<file path="config.mk">
export PLATFORM = sky130hd
export DESIGN_NAME = i2c_read_data
export DESIGN_NICKNAME = d
export VERILOG_FILES = /design/src/rtl/i2c_read_data.sv
export SDC_FILE = /design/constraint.sdc
export NUM_CORES = 1
export LEC_CHECK = 0
export CORE_UTILIZATION = 42
export DETAILED_ROUTE_END_ITERATION = 16
export DONT_BUFFER_PORTS = 1
export PLACE_DENSITY = 0.65
export SETUP_SLACK_MARGIN = 0.15
export SLEW_MARGIN = 10
export SYNTH_ARGS = -nofsm -noshare
export SYNTH_HDL_FRONTEND = slang
export SYNTH_SLANG_ARGS = --single-unit
</file>
<file path="constraint.sdc">
create_clock -name PT_CK -period 2.2 [get_ports PT_CK]
set_input_delay 0.44 -clock PT_CK [delete_from_list [all_inputs] [get_ports PT_CK]]
set_output_delay 0.44 -clock PT_CK [all_outputs]
set_load 0.005 [all_outputs]
</file>
<file path="src/rtl/i2c_read_data.sv">
// i2c_read_data: I2C master read engine (START, address+R, N_BYTES reads MSB-first, ACK/NACK, STOP).
module i2c_read_data #(
  parameter int N_BYTES = 2
) (
  input  logic                 PT_CK,
  input  logic                 RESET,
  input  logic                 GO,
  input  logic [7:0]           SLAVE_ADDRESS,
  input  logic                 SDAI,
  output logic                 SDAO,
  output logic                 SCLO,
  output logic                 END_OK,
  output logic                 ACK_OK,
  output logic [8*N_BYTES-1:0] DATA,
  output logic [4:0]           ST
);
  localparam int DW = 8 * N_BYTES;
  localparam logic [2:0] LAST = 3'(N_BYTES);
  typedef enum logic [4:0] {
    S_IDLE, S_STA_A, S_STA_B, S_BIT_LO, S_BIT_HI, S_BIT_SMP, S_STP_A, S_STP_B, S_STP_C
  } state_t;
  state_t state_q, state_d;
  logic [3:0] bit_q, bit_d;
  logic [2:0] byte_q, byte_d;
  logic [DW-1:0] shift_q, shift_d, data_q, data_d;
  logic go_q, ack_q, ack_d, sda_q, sda_d, scl_q, scl_d, tx_bit;
  logic [7:0] addr_byte;
  assign addr_byte = SLAVE_ADDRESS | 8'h01;
  always_comb begin
    state_d = state_q;
    bit_d = bit_q;
    byte_d = byte_q;
    shift_d = shift_q;
    data_d = data_q;
    ack_d = ack_q;
    case (state_q)
      S_IDLE: if (GO && !go_q) begin
        state_d = S_STA_A;
        ack_d = 1'b0;
        bit_d = 4'd0;
        byte_d = 3'd0;
      end
      S_STA_A: state_d = S_STA_B;
      S_STA_B: state_d = S_BIT_LO;
      S_BIT_LO: state_d = S_BIT_HI;
      S_BIT_HI: begin
        state_d = S_BIT_SMP;
        if (byte_q == 3'd0) begin
          if (bit_q == 4'd8) ack_d = !SDAI;
        end else if (bit_q != 4'd8) shift_d = {shift_q[DW-2:0], SDAI};
      end
      S_BIT_SMP: if (bit_q != 4'd8) begin
        bit_d = bit_q + 4'd1;
        state_d = S_BIT_LO;
      end else if ((byte_q == 3'd0 && !ack_q) || byte_q == LAST) begin
        state_d = S_STP_A;
        if (ack_q) data_d = shift_q;
      end else begin
        bit_d = 4'd0;
        byte_d = byte_q + 3'd1;
        state_d = S_BIT_LO;
      end
      S_STP_A: state_d = S_STP_B;
      S_STP_B: state_d = S_STP_C;
      default: state_d = S_IDLE;
    endcase
  end
  // Byte 0 is the address phase; data bytes release SDA and ACK all but the last.
  always_comb begin
    tx_bit = (byte_d == 3'd0) ? (bit_d[3] | addr_byte[~bit_d[2:0]])
                              : (bit_d[3] ? (byte_d == LAST) : 1'b1);
    sda_d = (state_d == S_IDLE || state_d == S_STP_C) ? 1'b1 :
            (state_d == S_BIT_LO || state_d == S_BIT_HI || state_d == S_BIT_SMP) ? tx_bit : 1'b0;
    scl_d = state_d == S_IDLE || state_d == S_STA_A || state_d == S_BIT_HI ||
            state_d == S_STP_B || state_d == S_STP_C;
  end
  always_ff @(posedge PT_CK) begin
    if (RESET) begin
      state_q <= S_IDLE;
      bit_q <= 4'd0;
      byte_q <= 3'd0;
      shift_q <= '0;
      data_q <= '0;
      ack_q <= 1'b0;
      go_q <= 1'b1;
      sda_q <= 1'b1;
      scl_q <= 1'b1;
    end else begin
      state_q <= state_d;
      bit_q <= bit_d;
      byte_q <= byte_d;
      shift_q <= shift_d;
      data_q <= data_d;
      ack_q <= ack_d;
      go_q <= GO;
      sda_q <= sda_d;
      scl_q <= scl_d;
    end
  end
  assign SDAO = sda_q;
  assign SCLO = scl_q;
  assign END_OK = state_q == S_IDLE;
  assign ACK_OK = ack_q;
  assign DATA = data_q;
  assign ST = state_q;
endmodule
</file>
Yosys cells after proc, flatten, opt, wreduce, memory -nomap -nowiden:

Index checks and enable logic that the tools add are counted.

* register bits: 48
* input port bits: 12
* output and inout port bits: 25
* logic and storage cells: 79

* add/subtract/negate cells: 2
* order comparisons: 1
* equal/unequal tests: 20
* mux-type cells: 21
* bitwise gates (word level): 4
* reduce and logical (&&, ||, !) cells: 22

Operators with widths (count)
* one-hot mux 5 bit (8 select lines): 1
* == test 5 x 3 -> 1 bit (second input constant): 7
* == test 5 x 2 -> 1 bit (second input constant): 3
* 2-to-1 mux 3 bit: 5
* 2-to-1 mux 4 bit: 3
* == test 5 x 1 -> 1 bit (second input constant): 2
* zero test 5 bit: 2
* logical OR 1 bit: 8
* one-hot mux 4 bit (2 select lines): 1
* AND reduction 4 bit: 2
* 2-to-1 mux 1 bit: 7
* == test 3 x 2 -> 1 bit (second input constant): 2
* zero test 3 bit: 2
* one-hot mux 3 bit (2 select lines): 1
* == test 5 x 4 -> 1 bit (second input constant): 1
* 2-to-1 mux 5 bit: 1
* adder 4 x 1 -> 4 bit (second input constant): 1
* == test 4 bit (second input constant): 1
* less-than comparator 3 x 4 -> 1 bit (second input constant): 1
* inequality test 2 bit (second input constant): 2
* inequality test 4 bit (second input constant): 1
* adder 3 x 1 -> 3 bit (second input constant): 1
* binary-select mux 1 bit (select 3 bit): 1
* zero test 1 bit: 3
* 9 further kinds: 11

Logic depth before layout (Yosys ltp):

Gate-level depths: netlist (run 1).

* depth in word-level cells: 12
* mapped depth: 10
* depth with buffers taken out: 9

Worst setup path before layout (run 1):

OpenSTA, ideal clock, no wires.

* kind: reg-to-reg
* start: register bit_q[0]
* end: register sda_q, in the netlist SDAO
* data arrival time: 2286 ps
* setup slack: -209 ps
* stages on the path, launching flop included: 11
* path buffers: 1
* period minus slack after synthesis: 2409 ps
* cells stage by stage: dfxtp_1 > inv_1 > ha_1 > and3b_1 > buf_2 > o211a_2 > mux2_4 > a2111oi_4 > a311oi_1 > a2111oi_2 > o21ai_1

* cells in the longest elaborated chain, start to end: 9
* elaborated cells on any way between the ends: 28
* those cells by class: add/sub (1); eq/ne (6); mux (13); bitwise (2); reduce/logical (6)

RTL lines
* start: declaration: line 23 `logic [3:0] bit_q, bit_d;`
* start signal: assignment: line 90 `bit_q <= bit_d;`
* adder 4 x 1 -> 4 bit (tied with other cells): line 53 `bit_d = bit_q + 4'd1;`
* 2-to-1 mux 4 bit: line 52 `S_BIT_SMP: if (bit_q != 4'd8) begin`
* one-hot mux 4 bit (2 select lines): line 36 `case (state_q)`
* NOT 3 bit: line 70 `tx_bit = (byte_d == 3'd0) ? (bit_d[3] | addr_byte[~bit_d[2:0]])`
* binary-select mux 1 bit (select 3 bit): line 70
* 2-to-1 mux 1 bit (not written as such): line 70
* OR 1 bit: line 70
* 2-to-1 mux 1 bit: line 70
* 2-to-1 mux 1 bit: line 73 `(state_d == S_BIT_LO || state_d == S_BIT_HI || state_d == S_BIT_SMP) ? tx_bit : 1'b0;`
* end signal: assignment: line 86 `sda_q <= 1'b1;`
* end signal: assignment: line 96 `sda_q <= sda_d;`
* end: declaration: line 26 `logic go_q, ack_q, ack_d, sda_q, sda_d, scl_q, scl_d, tx_bit;`

Parallel ways exist; a longest one is shown, timed or not. The select of a mux whose other input is x is not followed.
A chain may end at the register's enable or synchronous reset.

Worst setup path after layout (run 1):

Ends and elaborated chain as after synthesis.

==> flow_metrics.tcl, run 1 <==
set metrics [dict create \
    outcome "finished clean" \
    syn_to_final_growth_pct 20.7 \
    syn_nets 264 \
    clock_latency_ns 0.29 \
    grtUsageTotal_pct 16.7 \
    stdcell_area_um2 2610 \
    drc 0 \
    leakagePower_nw 0.953 \
    multi_input_area_um2 1160 \
    period_minus_slack_ns 2.14 \
    crit_path_max_incr_delay_ns 0.36 \
    cp-startpoint "bit_q[0]" \
    r2r-start "bit_q[0]" \
    start_util_pct 44.5 \
    die-area_um2 5430 \
    antenna_found_initial 0 \
    fin_setup_tns_ns 0 \
    num_antenna_cells 0 \
    slowest_stage "a2111oi_4" \
    drt_iter0_markers 115 \
    rsz0062_at_grt "true" \
    tritoncts "yes" \
    post_dp_cell_area_um2 2440 \
    drive_above_1_share_pct 24.5 \
    crit_type "reg -> reg" \
    maxCapViolCount 0 \
    place.gp.congestion 0.826 \
    path_clk_slew_ns 0.08 \
    clock_sinks 48 \
    viasPerCell 4.99 \
    fillers 447 \
    finalWirelength_mm 4.33 \
    dp_slack_ns -0.0242 \
    cts_buffers 5 \
    placed_cells 330 \
    syn_area_um2 2160 \
    grt_pass1_wl_mm 6.94 \
    wire_per_inst_um 12.7 \
    vias 1696 \
    synth_seq_area_share_pct 44.5 \
    holdWs_ns 0.204 \
    crit_required_ns 2.38 \
    finalNetCount 289 \
    cts_buffer_depth 2 \
    async_reset_ff_share_pct 0 \
    arrival_ns 2.32 \
    cp_cell_sequence "inv_1 -> ha_1 -> and3b_2 -> nand3b_1 -> o21ai_1 -> a32oi_1 -> nand4_1 -> a2111oi_4 -> o21ai_1" \
    min-delay-start "RESET" \
    clock_skew_ns 0.00458 \
    grt-ovfl-total 0 \
    synth_seq_cells 48 \
    drv_slew 0 \
    core_area_um2 4850 \
    startpoint_type "flip-flop" \
    io_pins 37 \
    cpMostUsedCell "o21ai_1" \
    ant_nets 0 \
    syn_avg_cell_area_um2 8.74 \
    fmax_mhz 468 \
    h-tree-depth 2 \
    ys.flop_type "dfxtp_1" \
    synth_cell_types 47 \
    synth_edf_count 0 \
    hold_viol_final 0 \
    ff_latch_area_um2 968 \
    hp-class "in -> reg" \
    crit_fanout 6 \
    clockRootBuffer "clkbuf_8" \
    grt_max_degree 43 \
    end_kind "flip-flop" \
    ir_drop_mv 0.342 \
    p_per_area_nw_per_um2 582 \
    layout.cells.non_filler 340 \
    setup_ws_ns 0.0635 \
    finalSetupViolCount 0 \
    fin_crit_sh_pct 97.1 \
    syn_inst 247 \
    die_y_um 73.7 \
    dp_hpwl_mm 2.96 \
    port_buffers 0 \
    yosys_warnings 0 \
    grt_pass1_vias 1517 \
    row_count 25 \
    die_x_um 73.7 \
    drtPass1Iterations 4 \
]
routing by layer:
metal / global-route usage, % / part of all wire [%]
met1: 22.1 / 50
met2: 25.9 / 44
met3: 4.12 / 4.0
met4: 7.05 / 1.5
met5: 0 / 0
stage by stage:
step                      power, W  util [%]
after floorplan           0.000923         -
after global placement    0.000920      50.3
after detailed placement  0.000920      50.3
after CTS                  0.00154      52.7
after global routing       0.00158      53.8
final                      0.00152      53.8
synthesized netlist by cell type, drive strengths merged (2+ instances only):
cell     instances  area share [%]
a311oi           2            0.81
and2             3             1.0
inv              6             1.0
o21ai            6             1.4
nand3b           3             1.0
ha               5             2.9
a2111oi          2             2.0
buf              7             2.1
nor3             5             1.2
and3             2            0.64
clkbuf           9             1.6
a21oi           23             5.3
nor2            33             5.7
mux2             4             2.3
nand2           37             6.4
or3              3            0.93
nor4             2            0.87
nor3b            3             1.0
dfxtp           48              44
a211o            2            0.81
nor4b            2             1.1
nand4            2            0.58
mux2i           19             8.8
nand3            6             1.4
nor2b            3            0.87
cell families (layout without fill, tap and decap cells):
| logic type | after synthesis | after routing | share of synthesized area, % |
|---|---|---|---|
| AOI/OAI and AO/OA | 40 | 40 | 12.3 |
| muxes | 23 | 23 | 11.1 |
| buffers and inverters | 22 | 48 | 4.75 |
| adders and majority gates | 5 | 5 | 2.90 |
| other | 1 | 1 | 0.174 |
| xor gates and xnor gates | 1 | 1 | 0.406 |
| and+or+nand+nor | 107 | 107 | 23.9 |
| DFF | 48 | 48 | 44.5 |
registers in the layout, summed over array words and instances (netlist names):
signal,cells
ACK_OK,1
DATA,16
SCLO,1
SDAO,1
ST,5
bit_q,4
byte_q,3
go_q,1
shift_q,16
layout by cell type (no fill, tap or decap), drive strengths merged:
| cell type | instances |
|---|---|
| o21ai | 6 |
| a32oi | 1 |
| nor3 | 5 |
| or3 | 3 |
| a311oi | 2 |
| nor4b | 2 |
| nand2 | 37 |
| nand3 | 6 |
| a21oi | 23 |
| xnor2 | 1 |
| mux2 | 4 |
| nor2 | 33 |
| inv | 6 |
| clkinv | 1 |
| nor2b | 3 |
| o211ai | 1 |
| nand4 | 2 |
| mux2i | 19 |
| nor4 | 2 |
| bufinv | 1 |
| or2b | 1 |
| a2111oi | 2 |
| nand3b | 3 |
| o31a | 1 |
| and3b | 1 |
| buf | 34 |
| conb | 1 |
| o211a | 1 |
| or2 | 1 |
| a21o | 1 |
| and3 | 2 |
| and2 | 3 |
| a211o | 2 |
| nor3b | 3 |
| dfxtp | 48 |
| ha | 5 |
| clkbuf | 6 |
path summary, 6_finish.rpt:
path	cells past startpoint	to	slack (ns)
min reg2reg	2	DATA[15]	0.45
min	1	DATA[15]	0.20
max reg2reg	9	SDAO	0.06
max	9	SDAO	0.06
repair_timing:
action / CTS / global route
pin swaps: 1 / 3
setup buffers: 1 / 1
hold buffers: 0 / 0
endpoints found under the setup margin: 1 / 1
gates resized for setup: 1 / 12
worst max-delay path: cells and delay by family, from the launching register on:
kind / cells / cell delay, ns
compound gates: 4 / 0.80
fa+ha+maj: 1 / 0.15
buf+inv: 1 / 0.07
flops: 1 / 0.34
simple gates: 3 / 0.66
where the power goes:
group	switching [W]	internal [W]	leakage [nW]	total [W]
clock network	0.000278	0.000337	0.0552	0.000616
registers	0.00000297	0.000870	0.389	0.000873
logic	0.0000143	0.0000155	0.509	0.0000298
total	0.000296	0.00122	0.953	0.00152
cell type report:
type                    count  area share [%]
clock buffers               6            2.78
well taps                  67            3.21
clock inverters             2            1.34
repair buffers             34            10.3
flip-flops and latches     48            37.1
multi-input cells         177            44.4
inverters                   6           0.864
(Power assumes the default switching activity.)
==> inputs of run 2 (changes only) <==
--- a/config.mk
+++ b/config.mk
@@ -9,6 +9,7 @@
 export DETAILED_ROUTE_END_ITERATION = 16
 export DONT_BUFFER_PORTS = 1
 export PLACE_DENSITY = 0.65
+export RECOVER_POWER = 100
 export SETUP_SLACK_MARGIN = 0.15
 export SLEW_MARGIN = 10
 export SYNTH_ARGS = -nofsm -noshare
==> run 2 against run 1 <==
Compared with the run above:
- critical path depth stayed put
- critical endpoint unchanged
- largest cell class unchanged
- clock power hardly changed
- first-iteration DRC count is 24% lower
- count of clock-buffer cells in the layout stayed put
- register-to-register slack hardly changed
- hold slack hardly changed
- largest power group unchanged
- clock skew hardly changed
==> flow_metrics.tcl, run 2 (synthesis results as in run 1) <==
set metrics [dict create \
    grtUsageTotal_pct 16.7 \
    placed_cells 330 \
    clock_sinks 48 \
    post_dp_cell_area_um2 2440 \
    num_antenna_cells 0 \
    clock_latency_ns 0.29 \
    final_cell_mix "dfxtp_1 (44), nand2_1 (37), nor2_1 (33)" \
    syn_to_final_growth_pct 18.9 \
    outcome "finished clean" \
    startpoint_type "flip-flop" \
    io_pins 37 \
    path_clk_slew_ns 0.08 \
    clock_skew_ns 0.00448 \
    row_count 25 \
    worst_pin_slew_ns 0.505 \
    hp-class "in -> reg" \
    dp_hpwl_mm 2.96 \
    drv_slew 0 \
    grt_max_degree 43 \
    viasPerCell 4.98 \
    tritoncts "yes" \
    core_area_um2 4850 \
    ff2ff_path_depth 9 \
    hold-path-endpoint "DATA[15]" \
    stdcell_area_um2 2570 \
    whs_path_depth 1 \
    grt-ovfl-total 0 \
    finalNetCount 289 \
    crit_fanout 6 \
    drtPass1Iterations 4 \
    finalWirelength_mm 4.32 \
    die-area_um2 5430 \
    grt_pass1_wl_mm 6.94 \
    rsz0062_at_grt "true" \
    final_common_cell "dfxtp_1" \
    cts_hold_buf 0 \
    r2r-end "SDAO" \
    finalSetupViolCount 0 \
    crit_required_ns 2.38 \
    r2r_slack_ns 0.07 \
    leakagePower_nw 0.925 \
    maxCapViolCount 0 \
    cts_buffer_depth 2 \
    end_kind "flip-flop" \
    ant_nets 0 \
    crit_type "reg -> reg" \
    drive_above_1_share_pct 22.3 \
    slew_headroom_pct 66.3 \
    p_per_area_nw_per_um2 591 \
    grt_pass1_vias 1517 \
    hold_viol_final 0 \
    place.gp.congestion 0.826 \
    r2r-start "bit_q[0]" \
    wire_per_inst_um 12.7 \
    cts_buffers 5 \
    ir_drop_mv 0.342 \
    antenna_found_initial 0 \
    setup_ws_ns 0.0747 \
    drt_iter0_markers 87 \
    layout.cells.non_filler 340 \
    dp_slack_ns -0.0242 \
    port_buffers 0 \
    die_x_um 73.7 \
    start_util_pct 44.5 \
    vias 1694 \
    arrival_ns 2.31 \
    fmax_mhz 471 \
    h-tree-depth 2 \
    die_y_um 73.7 \
    min-delay-start "RESET" \
    clockRootBuffer "clkbuf_8" \
    fin_crit_sh_pct 96.6 \
    drc 0 \
    period_minus_slack_ns 2.13 \
]
-- run 2: cell types whose count changed in the layout (fill, tap and decap cells not counted), sizes merged --
cell,before,now
buf,34,26
clkbuf,6,14
-- run 2: layout make-up --
class / instances / area, um2
Multi-Input combinational cell: 177 / 1160
Clock buffer: 6 / 72.6
Clock inverter: 2 / 35.0
Inverter: 6 / 22.5
Timing Repair Buffer: 34 / 228
Tap cell: 67 / 83.8
Sequential cell: 48 / 968
Fill cell: 457 / 2280
-- run 2: worst max-delay path by stage --
stage          startpoint    to
6_report         bit_q[0]  SDAO
5_1_grt          bit_q[0]  SDAO
4_1_cts         byte_q[0]  SDAO
3_5_place_dp     bit_q[0]  SDAO
3_3_place_gp     bit_q[0]  SDAO
2_1_floorplan       ST[4]  SDAO
-- run 2: critical path: stages (launching register included) --
cell and delay, ns:
dfxtp_4 0.34, inv_1 0.07, ha_1 0.15, and3b_2 0.24, nand3b_1 0.20, o21ai_1 0.11
a32oi_1 0.25, nand4_1 0.21, a2111oi_4 0.36, o21ai_1 0.08
-- run 2: through the flow --
step / hold WS [ns] / total power (W) / util (%) / setup TNS (ns)
final: 0.203 / 0.00152 / 53.0 / 0
after global routing: 0.184 / 0.00158 / 53.0 / -0.0715
after floorplan: 0.431 / 0.000923 / - / 0
after global placement: 0.439 / 0.000920 / 50.3 / -0.0315
after CTS: 0.188 / 0.00154 / 52.7 / -0.00993
after detailed placement: 0.445 / 0.000920 / 50.3 / -0.0242
-- run 2: power breakdown --
group	internal (W)	total, W	switching (W)	leakage, nW
Combinational	0.0000142	0.0000286	0.0000143	0.481
Clock	0.000337	0.000616	0.000278	0.0552
Sequential	0.000870	0.000873	0.00000295	0.389
Total	0.00122	0.00152	0.000296	0.925
-- run 2: repair_timing --
action,CTS,global route
endpoints found under the setup margin,1,1
buffers inserted,1,1
gates resized for setup,1,12
pin swaps,1,3
cloned,0,0
-- run 2: per-layer routing --
layer	GRT usage [%]	vias up	share of wire, %
met5	0	-	0
met4	7.05	0	2.0
met3	4.12	8	4.3
met2	25.9	34	43
met1	22.1	764	50
li1	-	888	-
==> inputs of run 3 (changes only) <==
--- a/config.mk
+++ b/config.mk
@@ -5,10 +5,11 @@
 export SDC_FILE = /design/constraint.sdc
 export NUM_CORES = 1
 export LEC_CHECK = 0
+export ABC_CLOCK_PERIOD_IN_PS = 2200
 export CORE_UTILIZATION = 42
 export DETAILED_ROUTE_END_ITERATION = 16
 export DONT_BUFFER_PORTS = 1
-export PLACE_DENSITY = 0.65
+export PLACE_DENSITY = 0.63
 export RECOVER_POWER = 100
 export SETUP_SLACK_MARGIN = 0.15
 export SLEW_MARGIN = 10
==> run 3 against run 2 <==
Compared with the run above:
- the run now ends with negative setup slack left
- setup slack worse by 0.087 ns
- via count down 1.5%
- hold slack worse by 0.0074 ns
- fmax down 3.9%
- highest routed layer unchanged
- sequential cell count unchanged
==> flow_metrics.tcl, run 3 (synthesis results as in run 1) <==
set metrics [dict create \
    grtUsageMet2_pct 26.6 \
    hp-class "in -> reg" \
    clockRootBuffer "clkbuf_8" \
    num_antenna_cells 0 \
    power_w 0.00141 \
    drv_slew 0 \
    drtPass1Iterations 4 \
    port_buffers 0 \
    dp_hpwl_mm 3.07 \
    maxCapViolCount 0 \
    start_util_pct 44.5 \
    fmax_mhz 452 \
    setup_ws_ns -0.0127 \
    die-area_um2 5430 \
    grt-ovfl-total 0 \
    drt_iter0_markers 79 \
    placed_cells 325 \
    drc 0 \
    grt_pass1_wl_mm 6.98 \
    tritoncts "yes" \
    syn_to_final_growth_pct 15.3 \
    die_x_um 73.7 \
    viasPerCell 5.00 \
    finalWirelength_mm 4.26 \
    ir_drop_mv 0.470 \
    busiest_layer "met2" \
    core_area_um2 4850 \
    p_per_area_nw_per_um2 565 \
    holdWs_ns 0.196 \
    io_pins 37 \
    row_count 25 \
    finalSetupViolCount 1 \
    vias 1669 \
    h-tree-depth 2 \
    utilization_pct 51.4 \
    cts_buffer_depth 2 \
    final_cell_mix "dfxtp_1 (48), nand2_1 (37), nor2_1 (33)" \
    period_minus_slack_ns 2.21 \
    end_kind "flip-flop" \
    path_clk_slew_ns 0.09 \
    fin_crit_sh_pct 101 \
    failed_checks "negative setup slack" \
    clock_latency_ns 0.30 \
    met3_usage_pct 4.39 \
    crit_type "reg -> reg" \
    wire_per_inst_um 12.8 \
    hold_viol_final 0 \
    rsz0062_at_grt "true" \
    drive_above_1_share_pct 19.1 \
    die_y_um 73.7 \
    finalNetCount 283 \
    layout.cells.non_filler 334 \
    grt_use_met1_pct 21.8 \
    crit_required_ns 2.43 \
    clock_sinks 48 \
    clock_skew_ns 0.00950 \
    startpoint_type "flip-flop" \
    grtUsageTotal_pct 16.9 \
    cts_buffers 5 \
    leakagePower_nw 0.892 \
    antenna_found_initial 0 \
    grt_max_degree 43 \
    arrival_ns 2.44 \
    place.gp.congestion 0.795 \
    grt_pass1_vias 1553 \
    crit_fanout 4 \
    final_common_cell "dfxtp_1" \
    ant_nets 0 \
    outcome "finished, violations left" \
]
run 3: cell types whose count changed in the layout (fill, tap and decap cells not counted), sizes merged:
cell	previous run	this run
clkbuf	14	12
clkinv	1	3
bufinv	1	0
buf	26	21
run 3: path summary, 6_finish.rpt:
| path | slack [ns] | start | endpoint | cells past startpoint |
|---|---|---|---|---|
| worst max-delay path | -0.01 | byte_q[0] | SDAO | 9 |
| worst min-delay path | 0.20 | RESET | DATA[10] | 1 |
| worst max register to register | -0.01 | byte_q[0] | SDAO | 9 |
| worst min register to register | 0.45 | shift_q[15] | DATA[15] | 2 |
run 3: final cells by class:
type | instances | area, um2
clock buffers | 5 | 68.8
clock inverters | 3 | 18.8
fillers | 457 | 2360
inverters | 6 | 22.5
multi-input cells | 177 | 1130
flip-flops and latches | 48 | 961
well taps | 67 | 83.8
repair buffers | 28 | 201
run 3: stage by stage:
step                setup WS, ns  setup TNS (ns)  cell area [um2]
global route              -0.157          -0.157             2490
global placement         -0.0377         -0.0377             2400
CTS                      -0.0160         -0.0160             2500
floorplan                 0.0149               0             2180
detailed placement       -0.0264         -0.0264             2400
finish                   -0.0127         -0.0127             2490
run 3: power by group:
group          internal [W]  switching [W]
combinational     0.0000128      0.0000135
clock              0.000222       0.000286
sequential         0.000871     0.00000292
total               0.00111       0.000302
run 3: layer usage:
metal / wire length [um] / share of wire, %
met2: 1840 / 43
met3: 177 / 4.2
met4: 107 / 2.5
met5: 0 / 0
met1: 2130 / 50
run 3: what timing repair did:
action                                  in CTS  in global routing
resized for setup                            2                  3
endpoints found under the setup margin       1                  1
pin swaps                                    0                  0
buffers inserted                             0                  1
hold buffers                                 0                  0
run 3: worst max-delay path, cell delays in order (launching register included):
cell	delay [ns]
dfxtp_1	0.34
inv_1	0.08
ha_1	0.20
nor2b_1	0.14
o211a_2	0.25
mux2_4	0.30
a211o_1	0.30
a311oi_1	0.36
a2111oi_2	0.07
o21ai_1	0.12
